===== src/rtl/pulse_gen.sv =====
// Programmable pulse-train generator: bursts of N pulses or a continuous train
// with latched period/high time and a start/busy/done handshake.
module pulse_gen #(
  parameter int PER_W = 24,
  parameter int PW_W  = 16
) (
  input  logic             clk,
  input  logic             rst,
  input  logic             start,
  input  logic             stop,
  input  logic [PER_W-1:0] period,
  input  logic [PW_W-1:0]  width,
  input  logic [7:0]       count,
  output logic             pulso,
  output logic             busy,
  output logic             done,
  output logic [7:0]       sent
);

  typedef enum logic [1:0] {
    IDLE = 2'd0,
    HIGH = 2'd1,
    LOW  = 2'd2
  } state_e;

  state_e           state_q, state_d;
  logic [PER_W-1:0] wid_q, wid_d;
  logic [PER_W-1:0] low_q, low_d;
  logic [7:0]       cnt_q, cnt_d;
  logic [PER_W-1:0] phase_q, phase_d;
  logic [7:0]       sent_q, sent_d;
  logic             stop_pend_q, stop_pend_d;
  logic             pulso_q, pulso_d;
  logic             busy_q, busy_d;
  logic             done_q, done_d;

  logic [PER_W-1:0] p_eff_s;
  logic [PER_W-1:0] width_ext_s;
  logic [PER_W-1:0] w_eff_s;
  logic             more_due_s;
  logic             stop_seen_s;

  // Effective period and clamped high time derived from the raw inputs.
  always_comb begin
    width_ext_s = PER_W'(width);
    if (period < PER_W'(32'd2)) begin
      p_eff_s = PER_W'(32'd2);
    end else begin
      p_eff_s = period;
    end
    if (width_ext_s == {PER_W{1'b0}}) begin
      w_eff_s = PER_W'(32'd1);
    end else if (width_ext_s >= p_eff_s) begin
      w_eff_s = p_eff_s - PER_W'(32'd1);
    end else begin
      w_eff_s = width_ext_s;
    end
  end

  // A count of zero means continuous; sent only wraps in that mode.
  assign more_due_s  = (cnt_q == 8'd0) || (sent_q < cnt_q);
  assign stop_seen_s = stop_pend_q | stop;

  // Next-state and output computation for the IDLE/HIGH/LOW sequencer.
  always_comb begin
    state_d     = state_q;
    wid_d       = wid_q;
    low_d       = low_q;
    cnt_d       = cnt_q;
    phase_d     = phase_q;
    sent_d      = sent_q;
    stop_pend_d = stop_pend_q;
    pulso_d     = pulso_q;
    busy_d      = busy_q;
    done_d      = 1'b0;

    case (state_q)
      IDLE: begin
        pulso_d     = 1'b0;
        busy_d      = 1'b0;
        stop_pend_d = 1'b0;
        if (start) begin
          wid_d   = w_eff_s;
          low_d   = p_eff_s - w_eff_s;
          cnt_d   = count;
          phase_d = PER_W'(32'd1);
          sent_d  = 8'd1;
          pulso_d = 1'b1;
          busy_d  = 1'b1;
          state_d = HIGH;
        end else begin
          state_d = IDLE;
        end
      end
      HIGH: begin
        stop_pend_d = stop_seen_s;
        if (phase_q == wid_q) begin
          phase_d = PER_W'(32'd1);
          pulso_d = 1'b0;
          state_d = LOW;
        end else begin
          phase_d = phase_q + PER_W'(32'd1);
        end
      end
      LOW: begin
        if (phase_q == low_q) begin
          phase_d = PER_W'(32'd1);
          if (more_due_s && !stop_seen_s) begin
            sent_d      = sent_q + 8'd1;
            pulso_d     = 1'b1;
            stop_pend_d = 1'b0;
            state_d     = HIGH;
          end else begin
            busy_d      = 1'b0;
            done_d      = 1'b1;
            stop_pend_d = 1'b0;
            state_d     = IDLE;
          end
        end else begin
          phase_d     = phase_q + PER_W'(32'd1);
          stop_pend_d = stop_seen_s;
        end
      end
      default: begin
        pulso_d     = 1'b0;
        busy_d      = 1'b0;
        stop_pend_d = 1'b0;
        state_d     = IDLE;
      end
    endcase
  end

  // State and output registers with synchronous reset.
  always_ff @(posedge clk) begin
    if (rst) begin
      state_q     <= IDLE;
      wid_q       <= {PER_W{1'b0}};
      low_q       <= {PER_W{1'b0}};
      cnt_q       <= 8'd0;
      phase_q     <= {PER_W{1'b0}};
      sent_q      <= 8'd0;
      stop_pend_q <= 1'b0;
      pulso_q     <= 1'b0;
      busy_q      <= 1'b0;
      done_q      <= 1'b0;
    end else begin
      state_q     <= state_d;
      wid_q       <= wid_d;
      low_q       <= low_d;
      cnt_q       <= cnt_d;
      phase_q     <= phase_d;
      sent_q      <= sent_d;
      stop_pend_q <= stop_pend_d;
      pulso_q     <= pulso_d;
      busy_q      <= busy_d;
      done_q      <= done_d;
    end
  end

  assign pulso = pulso_q;
  assign busy  = busy_q;
  assign done  = done_q;
  assign sent  = sent_q;

endmodule


===== config.mk =====
export PLATFORM = sky130hd
export DESIGN_NAME = pulse_gen
export DESIGN_NICKNAME = d
export VERILOG_FILES = /design/src/rtl/pulse_gen.sv
export SDC_FILE = /design/constraint.sdc
export NUM_CORES = 1
export LEC_CHECK = 0
export ABC_AREA = 1
export BUFFER_PORTS_ARGS = -buffer_cell sky130_fd_sc_hd__buf_2
export CAP_MARGIN = 20
export CORE_MARGIN = 1
export CORE_UTILIZATION = 30
export CTS_BUF_LIST = sky130_fd_sc_hd__clkbuf_4 sky130_fd_sc_hd__clkbuf_8 sky130_fd_sc_hd__clkbuf_16
export DETAILED_ROUTE_END_ITERATION = 7
export SLEW_MARGIN = 20
export SYNTH_ARGS = -nofsm -noshare
export SYNTH_HDL_FRONTEND = slang
export SYNTH_SLANG_ARGS = --single-unit

===== constraint.sdc =====
create_clock -name clk -period 5.2 [get_ports clk]
set_input_delay 0.52 -clock clk [delete_from_list [all_inputs] [get_ports clk]]
set_output_delay 0.52 -clock clk [all_outputs]
set_load 0.02 [all_outputs]

==> results of run 1 <==
[cells in the final DEF (no fill, tap or decap), drive strengths merged, types with 8 or more instances in the layout]
master,n
ha,53
nand4,36
xor2,46
dfxtp,94
nor2,140
nor4,8
nand3,101
inv,176
buf,75
o21ai,80
nand2,306
clkbuf,12
a21oi,128
nor3,23
[per-layer routing]
metal  GRT usage [%]  up-vias  part of all wire (%)
met5               0        -                     0
li1                -     4202                     -
met3            1.50       36                   3.6
met1            23.9     3457                    50
met4            7.05        0                   2.9
met2            27.0      171                    43
[critical path: stages]
cell      delay [ns]
buf_2           0.14
nor2_1          0.18
nand2_1         0.10
nor2_1          0.18
nand3_1         0.12
nand2_1         0.16
inv_1           0.08
ha_1            0.29
inv_1           0.06
o21bai_1        0.06
nand2_1         0.06
nand2_1         0.04
nand2_1         0.05
nand2_1         0.04
nand2_1         0.08
nand3_2         0.16
nand2_1         0.24
nor2_1          0.06
nor2_1          0.20
ha_1            0.33
a21oi_1         0.24
nand2_1         0.14
a21boi_0        0.43
o21ai_0         0.28
xor2_1          0.20
o21ai_0         0.18
inv_1           0.05
[cells by family after synthesis]
family	Yosys count	synth area share, %
XOR/XNOR	50	5.61
other	1	0.0480
buffers and inverters	242	12.2
adder cells (fa/ha/maj)	54	8.75
AND/OR/NAND/NOR	624	34.7
flip-flops	94	24.1
AO/OA/AOI/OAI	220	14.6
[layout make-up]
class	instances	area, um^2
repair buffers	75	408
flip-flops and latches	94	1880
inverters	178	668
fillers	2802	16700
multi-input cells	951	4980
well taps	330	413
clock inverters	4	45.0
clock buffers	12	260
[per-stage QoR]
stage          area [um^2]  util, %  setup slack [ns]  cells
3_3_place_gp          8360     33.0             0.490   1628
4_1_cts               8660     34.2             0.736   1644
3_5_place_dp          8360     33.0             0.371   1628
2_1_floorplan         7820        -              1.12   1287
5_1_grt               8660     34.2             0.280   1644
6_report              8660     34.2             0.742   1644
[final timing paths]
check | from | endpoint | depth (start not counted)
max | period[9] | low_q[14] | 27
min | pulso | pulso | 2
max reg2reg | state_q[0] | phase_q[11] | 10
min reg2reg | pulso | pulso | 2
[where the power goes]
| part | switching [mW] | total [mW] | internal, mW |
|---|---|---|---|
| Combinational | 0.334 | 0.507 | 0.173 |
| Clock | 0.276 | 0.678 | 0.402 |
| Sequential | 0.0317 | 0.800 | 0.768 |
| Total | 0.642 | 1.98 | 1.34 |
[sequential cells by signal, summed over array words and instances (netlist names)]
name         cells
low_q           24
phase_q         24
wid_q           24
cnt_q            8
sent             8
state_q          2
busy             1
done             1
pulso            1
stop_pend_q      1
==> metrics.md, run 1 <==
| Metric | Value |
|---|---|
| Status | `complete, no violations` |
| CTS tree | `done` |
| # rows | `58` |
| Final period util | `85.7%` |
| HPWL Detailed | `17.5 mm` |
| F_max | `224 MHz` |
| Main flop type after synthesis | `dfxtp_1` |
| FF-to-FF setup slack | `2.86 ns` |
| Clk root buf | `clkbuf_16` |
| Total Negative Setup Slacks | `0 ns` |
| Routed len/inst | `13.6 um` |
| Synth area leader | `dfxtp_1` |
| Port bufs | `62` |
| YS warnings | `0` |
| Crit path kind | `in -> reg` |
| WP data arrival | `4.70 ns` |
| Worst setup SP type | `input pin` |
| Synth cell types | `42` |
| Max Transition Viols Final | `0` |
| Clk pin slew, worst setup/hold paths | `0.06 ns` |
| Synth Cell Area | `7810 um^2` |
| CTS Buf Count | `9` |
| Vias in the first global route | `7,247` |
| Post-CTS setup buffer count | `0` |
| MaxCap Viol Count | `0` |
| Min-Delay Path Class | `reg -> reg` |
| Final setup viols | `0` |
| Required @ worst endpoint | `5.44 ns` |
| GP Congestion | `0.939` |
| Post-synth ARST share | `0%` |
| Slew Limit Headroom | `55.6%` |
| Hold-fix buffers, CTS | `0` |
| Maximum root-to-sink buffer count | `2` |
| RSZ-0062 raised after global routing | `no` |
| P&R area growth vs syn | `10.9%` |
| Crit Path Max Fanout | `9` |
| Top cell type's share of synthesized area | `24.1%` |
| PD cells | `229 nW/um^2` |
| Initial DRC count | `474` |
| Most common cell in the netlist | `nand2_1` |
| Vias post-DR | `7,866` |
| Total congestion overflow | `0` |
| Ports | `63` |
| Commonest cells post-synth | `nand2_1 (303), inv_1 (162), nor2_1 (134), a21oi_1 (127), nand3_1 (98)` |
| WHS | `0.447 ns` |
| Final Critical Period | `4.46 ns` |
| DIE WIDTH | `163 um` |
| Gr usage total | `17.2%` |
| Number of cells produced by synthesis | `1,285` |
| Syn Area/Cell | `6.08 um^2` |
| Initial antenna violation count | `0` |
| Worst skew pair latency | `0.35 ns` |
| DRT Pass-1 Iters | `5` |
| CTS sink count | `94` |
| Worst IR drop on VDD | `0.154 mV` |
| Antenna cells | `0` |
| Final hold viol count | `0` |
| FF+latch count, synth | `94` |
| Layout Skew | `0.00768 ns` |
| Lkg Pwr | `4.13 nW` |
| Htree depth | `3` |
| Via/cell ratio | `4.78` |
| First-pass GRT wire length | `36.6 mm` |
| Total wire length | `22.3 mm` |
| Largest net degree at the start of global routing | `57` |
| Number of flops mapped to enable cells by yosys | `0` |
| Die H | `163 um` |
| Initial Util | `30.8%` |
| DRC Markers | `0` |
| Register area share after synthesis | `24.1%` |
| Routed Antenna Nets | `0` |
| Worst-margin pin slew | `0.667 ns` |
| Die area | `26,700 um^2` |
| Share of layout cells above drive strength 1 | `9.67%` |
| Pwr Total | `1.98 mW` |
| Number of nets in the layout | `1,415` |
| Area contributors post-synth | `dfxtp_1 (24%), nand2_1 (15%), ha_1 (8.5%)` |
| Crit path capture type | `register` |
| CTS resizes | `0` |
| Core outline area | `25,300 um^2` |
Power figures use the tool's default switching activity.
==> inputs of run 2 (changes only) <==
--- a/config.mk
+++ b/config.mk
@@ -12,6 +12,9 @@
 export CORE_UTILIZATION = 30
 export CTS_BUF_LIST = sky130_fd_sc_hd__clkbuf_4 sky130_fd_sc_hd__clkbuf_8 sky130_fd_sc_hd__clkbuf_16
 export DETAILED_ROUTE_END_ITERATION = 7
+export HOLD_SLACK_MARGIN = 0.05
+export RECOVER_POWER = 50
+export SKIP_LAST_GASP = 1
 export SLEW_MARGIN = 20
 export SYNTH_ARGS = -nofsm -noshare
 export SYNTH_HDL_FRONTEND = slang
==> run 2 against run 1 <==
Compared with the run above: the flow now finishes with violations (capacitance limit, slew limit); combinational power down 1%; critical path depth unchanged; clock-buffer cell count unchanged; largest power group unchanged.
==> metrics.md, run 2 (synthesized netlist as in run 1, its figures left out) <==
| Metric | Value |
|---|---|
| Status | `complete, but fails checks` |
| Failing checks | `capacitance limit, slew limit` |
| Initial antenna violation count | `0 (unchanged)` |
| Worst-margin pin slew | `2.56 ns (+1.89 ns)` |
| Reg2Reg Capture Point | `wid_q[9]` |
| CTS Buf Count | `9 (unchanged)` |
| PD cells | `230 nW/um^2 (+0.28%)` |
| F_max | `224 MHz (-0.25%)` |
| Total Negative Setup Slacks | `0 ns (unchanged)` |
| Gr usage total | `17.2% (unchanged)` |
| Hold-fix buffers, CTS | `0 (unchanged)` |
| Clock network power share | `34.2% (about the same)` |
| Routed Antenna Nets | `0 (unchanged)` |
| CTS tree | `done` |
| Crit Path Max Fanout | `9 (unchanged)` |
| Crit path capture type | `register` |
| Initial DRC count | `461 (-2.7%)` |
| Final setup viols | `0 (unchanged)` |
| DIE WIDTH | `163 um (unchanged)` |
| Fillers | `2,810 (+0.29%)` |
| Most common cell after layout, fill and taps aside | `nand2_1` |
| CTS resizes | `0 (unchanged)` |
| Total wire length | `22.3 mm (about the same)` |
| Worst IR drop on VDD | `0.154 mV (about the same)` |
| Sequential share of power | `40.4% (about the same)` |
| Hold Path Origin | `pulso` |
| First-pass GRT wire length | `36.6 mm (unchanged)` |
| Area of the multi-input gates | `4950 um^2 (-0.63%)` |
| Htree depth | `3 (unchanged)` |
| Most frequent cells in the layout | `nand2_1 (304), inv_1 (162), nor2_1 (135), a21oi_1 (128), nand3_1 (99)` |
| Initial Util | `30.8% (unchanged)` |
| Crit Reg-Reg Startpoint | `state_q[0]` |
| Vias in the first global route | `7,247 (unchanged)` |
| Endpoint, Worst Hold | `pulso` |
| Layout Skew | `0.00734 ns (-0.000339 ns)` |
| Vias post-DR | `7,892 (+0.33%)` |
| DRT Pass-1 Iters | `5 (unchanged)` |
| Number of nets in the layout | `1,415 (unchanged)` |
| Largest regs | `low_q (24), phase_q (24), wid_q (24)` |
| # rows | `58 (unchanged)` |
| Worst skew pair latency | `0.35 ns (about the same)` |
| CTS sink count | `94 (unchanged)` |
| Required @ worst endpoint | `5.43 ns (about the same)` |
| Sequential Area | `1880 um^2 (unchanged)` |
| Slowest stage delay, CP | `0.43 ns (about the same)` |
| Port bufs | `62 (unchanged)` |
| Post-CTS setup buffer count | `0 (unchanged)` |
| CP max stage cell | `a21boi_0` |
| Routed len/inst | `13.6 um (about the same)` |
| Cell internal pwr | `1.34 mW (-0.14%)` |
| WP data arrival | `4.70 ns (about the same)` |
| Final Critical Period | `4.47 ns (+0.0111 ns)` |
| Worst Setup SP | `period[9]` |
| WHS | `0.450 ns (+0.00262 ns)` |
| Slew Limit Headroom | `-70.4% (-130 points)` |
| MaxCap Viol Count | `1 (+1)` |
| Crit path top cell by count | `nand2_1` |
| HPWL Detailed | `17.5 mm (unchanged)` |
| WHS Path Cells | `2 (unchanged)` |
| Ports | `63 (unchanged)` |
| Total congestion overflow | `0 (unchanged)` |
| DRC Markers | `0 (unchanged)` |
| Die area | `26,700 um^2 (unchanged)` |
| Final hold viol count | `0 (unchanged)` |
| Max Transition Viols Final | `56 (+56)` |
| P_sw | `637 uW (-0.68%)` |
| Logic pwr share | `25.4% (about the same)` |
| Die H | `163 um (unchanged)` |
| P&R area growth vs syn | `10.3%` |
| Min-Delay Path Class | `reg -> reg` |
| Clk pin slew, worst setup/hold paths | `0.06 ns (about the same)` |
| Clk root buf | `clkbuf_16` |
| GP Congestion | `0.939 (unchanged)` |
| Largest net degree at the start of global routing | `57 (unchanged)` |
| Sw frac | `32.2% (-0.12 points)` |
| FF-to-FF setup slack | `0.96 ns (-1.90 ns)` |
| R2R depth | `8 (-2)` |
| Share of layout cells above drive strength 1 | `8.30% (-1.4 points)` |
| Maximum root-to-sink buffer count | `2 (unchanged)` |
| Crit path kind | `in -> reg` |
| Pwr Total | `1.98 mW (-0.32%)` |
| Via/cell ratio | `4.80 (+0.33%)` |
| Antenna cells | `0 (unchanged)` |
| RSZ-0062 raised after global routing | `no` |
| Final period util | `86.0% (+0.21 points)` |
| Worst setup SP type | `input pin` |
| Lkg Pwr | `4.08 nW (-1.2%)` |
| Core outline area | `25,300 um^2 (unchanged)` |
## run 2: through the flow
step | cell area [um^2] | utilization, % | cells | setup slack (ns)
finish | 8610 | 34.0 | 1644 | 0.730
global route | 8610 | 34.0 | 1644 | 0.246
CTS | 8660 | 34.2 | 1644 | 0.736
detailed placement | 8360 | 33.0 | 1628 | 0.371
global placement | 8360 | 33.0 | 1628 | 0.490
floorplan | 7820 | - | 1287 | 1.12
## run 2: worst max-delay path, delay by kind of cell
kind            cells  cell delay [ns]
simple gates       15             1.80
compound gates      5             1.19
fa+ha+maj           2             0.61
xor+xnor            1             0.20
buf+inv             4             0.35
## run 2: how the worst max path moves through the flow
| stage | slack (ns) | to |
|---|---|---|
| after global placement | 0.49 | low_q[23] |
| after detailed placement | 0.37 | low_q[14] |
| after CTS | 0.74 | low_q[14] |
| after global routing | 0.25 | low_q[16] |
| after floorplan | 1.12 | low_q[12] |
| final | 0.73 | low_q[14] |
## run 2: routing by layer
layer / share of wire (%) / GRT usage, % / up-vias
met2: 43 / 27.0 / 187
li1: - / - / 4200
met1: 50 / 23.9 / 3469
met5: 0 / 0 / -
met4: 2.9 / 7.05 / 0
met3: 3.5 / 1.50 / 36
## run 2: area by class of cell
type	count	area share, %
multi-input cells	951	57.5
flip-flops and latches	94	21.9
inverters	178	7.76
well taps	330	4.80
repair buffers	75	4.51
clock buffers	12	3.02
clock inverters	4	0.523
## run 2: power by group through the flow
| stage | logic, mW | clock network (mW) | registers, mW |
|---|---|---|---|
| 6_report | 0.502 | 0.676 | 0.800 |
| 5_1_grt | 0.577 | 0.729 | 0.805 |
| 4_1_cts | 0.509 | 0.700 | 0.800 |
| 3_5_place_dp | 0.507 | 0 | 0.816 |
| 3_3_place_gp | 0.505 | 0 | 0.815 |
| 2_1_floorplan | 0.366 | 0 | 0.811 |
==> inputs of run 3 (changes only) <==
--- a/config.mk
+++ b/config.mk
@@ -10,7 +10,7 @@
 export CAP_MARGIN = 20
 export CORE_MARGIN = 1
 export CORE_UTILIZATION = 30
-export CTS_BUF_LIST = sky130_fd_sc_hd__clkbuf_4 sky130_fd_sc_hd__clkbuf_8 sky130_fd_sc_hd__clkbuf_16
+export CTS_BUF_LIST = sky130_fd_sc_hd__clkbuf_16
 export DETAILED_ROUTE_END_ITERATION = 7
 export HOLD_SLACK_MARGIN = 0.05
 export RECOVER_POWER = 50
==> run 3 against run 2 <==
Compared with the run above: the flow still finishes with violations (capacitance limit, slew limit); utilization down 0.094 points; clock skew about the same; non-clock buffer count unchanged; clock-buffer cell count down 3; fmax about the same; routed wire length about the same; design area down 0.28%; sequential power about the same; power down 2.0%; largest cell class unchanged.
==> metrics.md, run 3 (synthesized netlist as in run 1, its figures left out) <==
| Metric | Value |
|---|---|
| Vias post-DR | `7,905 (+0.16%)` |
| # rows | `58 (unchanged)` |
| Crit path kind | `in -> reg` |
| Die area | `26,700 um^2 (unchanged)` |
| First-pass GRT wire length | `36.6 mm (unchanged)` |
| Final Critical Period | `4.47 ns (-0.00220 ns)` |
| Clk pin slew, worst setup/hold paths | `0.06 ns (about the same)` |
| Most common cell after layout, fill and taps aside | `nand2_1` |
| Ports | `63 (unchanged)` |
| Routed len/inst | `13.6 um (about the same)` |
| Final setup viols | `0 (unchanged)` |
| Maximum root-to-sink buffer count | `2 (unchanged)` |
| DRT Pass-1 Iters | `5 (unchanged)` |
| Vias in the first global route | `7,247 (unchanged)` |
| Number of nets in the layout | `1,415 (unchanged)` |
| Post-CTS setup buffer count | `0 (unchanged)` |
| Status | `complete, but fails checks` |
| GP Congestion | `0.939 (unchanged)` |
| HPWL Detailed | `17.5 mm (unchanged)` |
| Routed Antenna Nets | `0 (unchanged)` |
| Initial DRC count | `458 (-0.65%)` |
| Failing checks | `capacitance limit, slew limit` |
| Gr usage total | `17.2% (unchanged)` |
| Initial antenna violation count | `0 (unchanged)` |
| Max Transition Viols Final | `56 (unchanged)` |
| Routing usage on met2 | `27.0% (unchanged)` |
| PD cells | `226 nW/um^2 (-1.7%)` |
| Crit path capture type | `register` |
| Crit Path Max Fanout | `9 (unchanged)` |
| Port bufs | `62 (unchanged)` |
| Worst setup SP type | `input pin` |
| CTS resizes | `0 (unchanged)` |
| Required @ worst endpoint | `5.43 ns (about the same)` |
| Initial Util | `30.8% (unchanged)` |
| F_max | `224 MHz (about the same)` |
| CTS tree | `done` |
| CTS sink count | `94 (unchanged)` |
| Total wire length | `22.3 mm (about the same)` |
| Core outline area | `25,300 um^2 (unchanged)` |
| Min-Delay Path Class | `reg -> reg` |
| Via/cell ratio | `4.81 (+0.16%)` |
| Grt met1 use | `23.9% (unchanged)` |
| Largest regs | `low_q (24), phase_q (24), wid_q (24)` |
| FF-to-FF setup slack | `0.98 ns (+0.02 ns)` |
| Layout Skew | `0.00777 ns (+0.000429 ns)` |
| Die H | `163 um (unchanged)` |
| Most frequent cells in the layout | `nand2_1 (304), inv_1 (163), nor2_1 (135), a21oi_1 (128), nand3_1 (99)` |
| Total Negative Setup Slacks | `0 ns (unchanged)` |
| Largest net degree at the start of global routing | `57 (unchanged)` |
| Worst-margin pin slew | `2.53 ns (-0.0268 ns)` |
| Clk root buf | `clkbuf_16` |
| Hold-fix buffers, CTS | `0 (unchanged)` |
| Setup WS post-layout | `0.733 ns (+0.00220 ns)` |
| Placement Setup Slack | `0.371 ns (unchanged)` |
| DIE WIDTH | `163 um (unchanged)` |
| Worst IR drop on VDD | `0.155 mV (+0.19%)` |
| RSZ-0062 raised after global routing | `no` |
| Htree depth | `3 (unchanged)` |
| MaxCap Viol Count | `1 (unchanged)` |
| CTS Buf Count | `9 (unchanged)` |
| Met3 Use GR | `1.50% (unchanged)` |
| Lkg Pwr | `4.07 nW (-0.26%)` |
| WP data arrival | `4.70 ns (about the same)` |
| Antenna cells | `0 (unchanged)` |
| Total congestion overflow | `0 (unchanged)` |
| Final period util | `85.9% (about the same)` |
| Final core occ | `33.9% (-0.094 points)` |
| DRC Markers | `0 (unchanged)` |
| P&R area growth vs syn | `9.97%` |
| Share of layout cells above drive strength 1 | `8.07% (-0.23 points)` |
| Final hold viol count | `0 (unchanged)` |
| Fin area | `8590 um^2 (-0.28%)` |
| Worst skew pair latency | `0.35 ns (about the same)` |
| Slew Limit Headroom | `-68.6% (+1.8 points)` |
| GR peak layer | `met2` |
| Placed Instance Area | `8360 um^2 (unchanged)` |
-- run 3: critical path: stages --
cell and delay, ns:
buf_2 0.14, nor2_1 0.18, nand2_1 0.10, nor2_1 0.18, nand3_1 0.12, nand2_1 0.16, inv_1 0.08, ha_1 0.29
inv_1 0.06, o21bai_1 0.06, nand2_1 0.06, nand2_1 0.04, nand2_1 0.05, nand2_1 0.04, nand2_1 0.08, nand3_2 0.16
nand2_1 0.24, nor2_1 0.06, nor2_1 0.19, ha_1 0.32, a21oi_1 0.24, nand2_1 0.14, a21boi_0 0.43, o21ai_0 0.28
xor2_1 0.20, o21ai_0 0.18, inv_1 0.06
-- run 3: through the flow --
step / hold WS (ns) / instances / power (mW)
5_1_grt: 0.468 / 1644 / 2.07
4_1_cts: 0.444 / 1644 / 1.97
2_1_floorplan: 0.431 / 1287 / 1.18
3_3_place_gp: 0.441 / 1628 / 1.32
6_report: 0.450 / 1644 / 1.94
3_5_place_dp: 0.443 / 1628 / 1.32
-- run 3: metal layers --
| metal | vias to the layer above | wire [um] |
|---|---|---|
| met5 | - | 0 |
| met4 | 0 | 665 |
| met3 | 38 | 787 |
| met2 | 195 | 9760 |
| met1 | 3469 | 11100 |
| li1 | 4203 | - |
-- run 3: area by class of cell --
class	instances	area (um^2)
Clock buffer	9	225
Clock inverter	7	56.3
Fill cell	2811	16700
Inverter	178	668
Multi-Input combinational cell	951	4950
Sequential cell	94	1880
Tap cell	330	413
Timing Repair Buffer	75	388
-- run 3: worst paths after layout --
path / cells after the start / endpoint / startpoint
worst max-delay path: 27 / low_q[14] / period[9]
worst min-delay path: 2 / pulso / pulso
worst max register to register: 8 / wid_q[9] / state_q[0]
worst min register to register: 2 / pulso / pulso
-- run 3: power by group --
| part | leakage [nW] | total [mW] | switching [mW] | internal, mW |
|---|---|---|---|---|
| Combinational | 3.15 | 0.502 | 0.331 | 0.171 |
| Sequential | 0.771 | 0.800 | 0.0317 | 0.768 |
| Clock | 0.145 | 0.637 | 0.273 | 0.365 |
| Total | 4.07 | 1.94 | 0.635 | 1.30 |
